## config.mk

```make
export PLATFORM = sky130hd
export DESIGN_NAME = instr_field_queue
export DESIGN_NICKNAME = d
export VERILOG_FILES = /design/src/rtl/instr_field_queue.sv
export SDC_FILE = /design/constraint.sdc
export NUM_CORES = 1
export LEC_CHECK = 0
export BUFFER_PORTS_ARGS = -buffer_cell sky130_fd_sc_hd__clkbuf_2
export CAP_MARGIN = 15
export CORE_UTILIZATION = 45
export CTS_CLUSTER_DIAMETER = 40
export DETAILED_ROUTE_END_ITERATION = 8
export PLACE_DENSITY = 0.69
export SLEW_MARGIN = 15
export SYNTH_ARGS = -nofsm -noshare
export SYNTH_HDL_FRONTEND = slang
export SYNTH_SLANG_ARGS = --single-unit
```

## constraint.sdc

```tcl
create_clock -name clk -period 4.4 [get_ports clk]
set_input_delay 0.88 -clock clk [delete_from_list [all_inputs] [get_ports clk]]
set_output_delay 0.88 -clock clk [all_outputs]
set_load 0.05 [all_outputs]
```

## src/rtl/instr_field_queue.sv

```systemverilog
// ---------------------------------------------------------------------------
// instr_field_queue
//
// Instruction queue sitting between fetch and decode. It holds up to DEPTH
// {instruction, PC} pairs in a circular buffer and presents the MIPS fields
// of the head entry combinationally to the controller / GRF address logic.
// An empty queue presents an all-zero word (sll $0,$0,0, i.e. a NOP).
//
// Handshake: a transfer happens on a rising edge where valid and ready are
// both high (push = in_valid & in_ready, pop = out_valid & out_ready).
// in_ready depends only on occupancy, so a full queue refuses a push even
// if a pop happens in the same cycle. No same-cycle fall-through.
//
// Ports:
//   clk, reset          clock, synchronous active-high reset
//   flush               synchronous discard of all entries (redirect)
//   in_valid/in_ready   fetch-side handshake, in_instr/in_pc payload
//   out_valid/out_ready decode-side handshake, out_instr/out_pc head entry
//   special..imm26      MIPS field slices of the head instruction
//   imm_sext/imm_zext   imm16 sign-/zero-extended to 32 bits
//   count               number of stored entries
// ---------------------------------------------------------------------------
module instr_field_queue #(
    parameter int DEPTH = 4,
    parameter int PC_W  = 32
) (
    input  logic                       clk,
    input  logic                       reset,
    input  logic                       flush,
    input  logic                       in_valid,
    output logic                       in_ready,
    input  logic [31:0]                in_instr,
    input  logic [PC_W-1:0]            in_pc,
    output logic                       out_valid,
    input  logic                       out_ready,
    output logic [31:0]                out_instr,
    output logic [PC_W-1:0]            out_pc,
    output logic [5:0]                 special,
    output logic [4:0]                 rs,
    output logic [4:0]                 rt,
    output logic [4:0]                 rd,
    output logic [4:0]                 shamt,
    output logic [5:0]                 funct,
    output logic [15:0]                imm16,
    output logic [25:0]                imm26,
    output logic [31:0]                imm_sext,
    output logic [31:0]                imm_zext,
    output logic [$clog2(DEPTH):0]     count
);

    localparam int AW = $clog2(DEPTH);
    localparam int CW = AW + 1;
    localparam logic [CW-1:0] FULL_COUNT = CW'(DEPTH);

    logic [31:0]     r_mem_instr [DEPTH];
    logic [PC_W-1:0] r_mem_pc    [DEPTH];
    logic [AW-1:0]   r_wp;
    logic [AW-1:0]   r_rp;
    logic [CW-1:0]   r_count;

    logic            w_push;
    logic            w_pop;
    logic            w_clear;
    logic            w_nonempty;
    logic [31:0]     w_head_instr;
    logic [PC_W-1:0] w_head_pc;

    assign w_nonempty = (r_count != '0);
    assign in_ready   = (r_count != FULL_COUNT);
    assign out_valid  = w_nonempty;
    assign w_clear    = reset | flush;
    assign w_push     = in_valid & in_ready;
    assign w_pop      = w_nonempty & out_ready;

    // Storage has no reset; entries are only observable while counted.
    always_ff @(posedge clk) begin
        if (!w_clear && w_push) begin
            r_mem_instr[r_wp] <= in_instr;
            r_mem_pc[r_wp]    <= in_pc;
        end
    end

    // reset and flush share one path; either discards any same-cycle push/pop.
    always_ff @(posedge clk) begin
        if (w_clear) begin
            r_wp    <= '0;
            r_rp    <= '0;
            r_count <= '0;
        end else begin
            if (w_push) begin
                r_wp <= r_wp + AW'(1);
            end
            if (w_pop) begin
                r_rp <= r_rp + AW'(1);
            end
            if (w_push && !w_pop) begin
                r_count <= r_count + CW'(1);
            end else if (!w_push && w_pop) begin
                r_count <= r_count - CW'(1);
            end
        end
    end

    // Empty queue presents zeros so decode sees a NOP.
    assign w_head_instr = w_nonempty ? r_mem_instr[r_rp] : '0;
    assign w_head_pc    = w_nonempty ? r_mem_pc[r_rp]    : '0;

    assign out_instr = w_head_instr;
    assign out_pc    = w_head_pc;
    assign special   = w_head_instr[31:26];
    assign rs        = w_head_instr[25:21];
    assign rt        = w_head_instr[20:16];
    assign rd        = w_head_instr[15:11];
    assign shamt     = w_head_instr[10:6];
    assign funct     = w_head_instr[5:0];
    assign imm16     = w_head_instr[15:0];
    assign imm26     = w_head_instr[25:0];
    assign imm_sext  = {{16{w_head_instr[15]}}, w_head_instr[15:0]};
    assign imm_zext  = {16'h0000, w_head_instr[15:0]};
    assign count     = r_count;

endmodule

```

==> results.py <==
metrics = {
    "status": {
        "status": "finished, final reports clean",
    },
    "cells_and_area": {
        "post-route-util_pct": 53.6,
        "final_cell_mix": "clkbuf_2, edfxtp_1, and2_1, mux4_1, clkbuf_16",
        "nNetsFinal": 823,
        "final_common_cell": "clkbuf_2",
        "drive_gt1_share_pct": 46.7,
        "area_growth_syn_to_layout_pct": 15.7,
        "instances_no_fill": 1099,
        "antenna_cells": 0,
    },
    "power": {
        "p_total_w": 0.00721,
        "pwr_density_cell_nw_per_um2": 547,
        "p_leak_nw": 4.97,
        "power_frac_comb_pct": 21.4,
        "p_sw_w": 0.00237,
        "clkPwrFrac_pct": 39.4,
        "seqPwrFrac_pct": 39.2,
        "peakVddDrop_uv": 414,
        "switching_share_pct": 32.8,
        "intPower_w": 0.00485,
    },
    "yosys": {
        "ys_seq_elements": 265,
        "avgSynthCellArea_um2": 19.2,
        "synthTopCellsByArea": "edfxtp_1, buf_4, mux4_1",
        "seq_area_frac_synth_pct": 69.0,
        "synth_cell_types": 30,
        "syn_area_um2": 11400,
        "synthArstFlopShare_pct": 0,
        "synthFlopType": "edfxtp_1",
        "yosysTopAreaCell": "edfxtp_1",
        "synth_top_area_share_pct": 67.5,
        "syn_inst": 593,
        "synth_edf_count": 256,
        "yosysWarnings": 0,
    },
    "timing": {
        "rsz0062_at_grt": "no",
        "hold_viol_final": 0,
        "max_slew_margin_pct": 29.5,
        "finalSetupViolations": 0,
        "worst_slew_pin_slew_ns": 1.06,
        "setup_ws_ns": 0.779,
        "fmaxAchievable_ghz": 0.276,
        "min_period_ns": 3.62,
        "tns_ns": 0,
        "post-route-period-util_pct": 82.3,
        "slew_violations": 0,
        "fin_worst_skew_ns": 0.0366,
    },
    "clock_tree": {
        "ctsResizeCount": 0,
        "clk_latency_ns": 0.52,
        "cts_htree_levels": 2,
        "cts_sinks": 265,
        "ctsHoldBuffers": 0,
        "clockBufferDepth": 3,
        "cts_tree": "built",
        "cts_root_buf": "clkbuf_16",
        "cts_setup_buffers": 0,
        "clkTransAtPathRegs_ns": 0.06,
        "cts_buffers": 36,
    },
    "grt": {
        "gr-usage-met3_pct": 4.26,
        "globalRoute.totalOverflow": 0,
        "antenna_found_initial": 0,
        "met1_usage_pct": 19.8,
        "gr-usage-met2_pct": 27.9,
        "grt_use_total_pct": 16.1,
        "grt_first_pass_wirelength_mm": 31.3,
        "busiest_layer": "met2",
        "grt_max_degree": 65,
        "grt_pass1_vias": 5517,
    },
    "place": {
        "place_ws_ns": 1.24,
        "routabilityCongestion": 0.695,
        "dpl.hpwl_mm": 11.9,
        "dp_cells": 1034,
        "io_buffers": 259,
    },
    "routing": {
        "ant_nets": 0,
        "num_vias": 5427,
        "wire_per_inst_um": 18.7,
        "drc": 0,
        "viasPerCell": 4.94,
        "wirelength_mm": 20.6,
        "first_pass_iters": 4,
        "drt_iter0_markers": 265,
    },
    "die": {
        "fp.dieH_um": 161,
        "std_cell_rows": 57,
        "die_x_um": 161,
        "io-pin-count": 276,
        "fp.coreArea_um2": 24600,
        "start_util_pct": 46.3,
        "die_area_um2": 26000,
    },
    "critical_path": {
        "worstSetupPathType": "flop to primary output",
        "cp.required_ns": 3.52,
        "crit_arrival_ns": 2.74,
        "path_cells": "buf_4, mux4_1, and2_1, clkbuf_2",
        "crit_family": "flip-flops",
        "worst-path-max-fanout": 36,
        "cp_num_buf_inv": 2,
        "crit_path_top_delay_cell": "dfxtp_4",
        "endpoint_kind": "primary output",
        "worstSetupStartpointType": "flop",
        "crit_path_max_incr_delay_ns": 0.81,
    },
    "job": {
        "max_cap_viol_count": 0,
    },
    "min_path": {
        "hold_class": "flop to flop",
    },
}
-- cells by family (layout without fill, tap and decap cells) --
group / Yosys count / count (layout) / share of synthesized area (%)
other: 1 / 16 / 0.0329
xor gates and xnor gates: 4 / 4 / 0.307
and+or+nand+nor: 82 / 82 / 4.47
AOI/OAI and AO/OA: 6 / 6 / 0.384
DFF: 265 / 265 / 69.0
buffers and inverters: 164 / 331 / 11.1
adders and majority gates: 6 / 6 / 0.725
muxes: 65 / 65 / 14.0
-- synthesized netlist by cell type (all sizes together), types with 2 or more instances --
| library cell | number |
|---|---|
| nor2 | 6 |
| and3 | 4 |
| dfxtp | 9 |
| or3 | 2 |
| inv | 3 |
| clkbuf | 8 |
| and2 | 65 |
| edfxtp | 256 |
| xor2 | 4 |
| o31ai | 2 |
| ha | 5 |
| nand4 | 2 |
| buf | 153 |
| o21ai | 2 |
| mux4 | 64 |
-- registers in the layout, summed over array words and instances, names as in the netlist, named ones only --
name         flops
count            3
r_mem_instr    128
r_mem_pc       128
r_rp             2
r_wp             2
-- tightest hold or removal path, delay by kind of cell (launching register included) --
kind | cells | cell delay (ns)
AO/OA/AOI/OAI | 1 | 0.07
AND/OR/NAND/NOR | 1 | 0.06
flip-flops | 1 | 0.33
-- final cells by class --
cell class,count,area [um2]
clock buffers,39,965
flip-flops and latches,265,7880
fillers,1966,11400
well taps,324,405
repair buffers,263,1350
clock inverters,26,241
multi-input cells,179,2340
inverters,3,11.3
-- final timing paths --
kind	from	end	slack, ns	cells past startpoint
worst min register to register	r_wp[0]	r_wp[0]	0.53	2
worst max-delay path	flop	out_pc[22]	0.78	4
worst min-delay path	r_wp[0]	r_wp[0]	0.53	2
worst max register to register	count[0]	count[2]	2.12	8
-- power by group through the flow --
| stage | clock, W | sequential, W | combinational, W |
|---|---|---|---|
| 6_report | 0.00284 | 0.00283 | 0.00155 |
| 3_5_place_dp | 0 | 0.00288 | 0.00156 |
| 4_1_cts | 0.00290 | 0.00283 | 0.00156 |
| 2_1_floorplan | 0 | 0.00288 | 0.00144 |
| 3_3_place_gp | 0 | 0.00288 | 0.00156 |
| 5_1_grt | 0.00301 | 0.00283 | 0.00161 |
-- layer usage --
metal | part of all wire, % | up-vias | wire [um]
met5 | 0 | - | 0
met4 | 2.0 | 0 | 408
met3 | 6.5 | 35 | 1340
met2 | 50 | 226 | 10400
met1 | 41 | 2690 | 8450
li1 | - | 2476 | -
-- through the flow --
| stage | hold WS, ns | cell area (um2) |
|---|---|---|
| CTS | 0.528 | 13200 |
| floorplan | 0.470 | 11500 |
| detailed placement | 0.504 | 12000 |
| global route | 0.569 | 13200 |
| finish | 0.528 | 13200 |
| global placement | 0.495 | 12000 |
(Power assumes the default switching activity.)
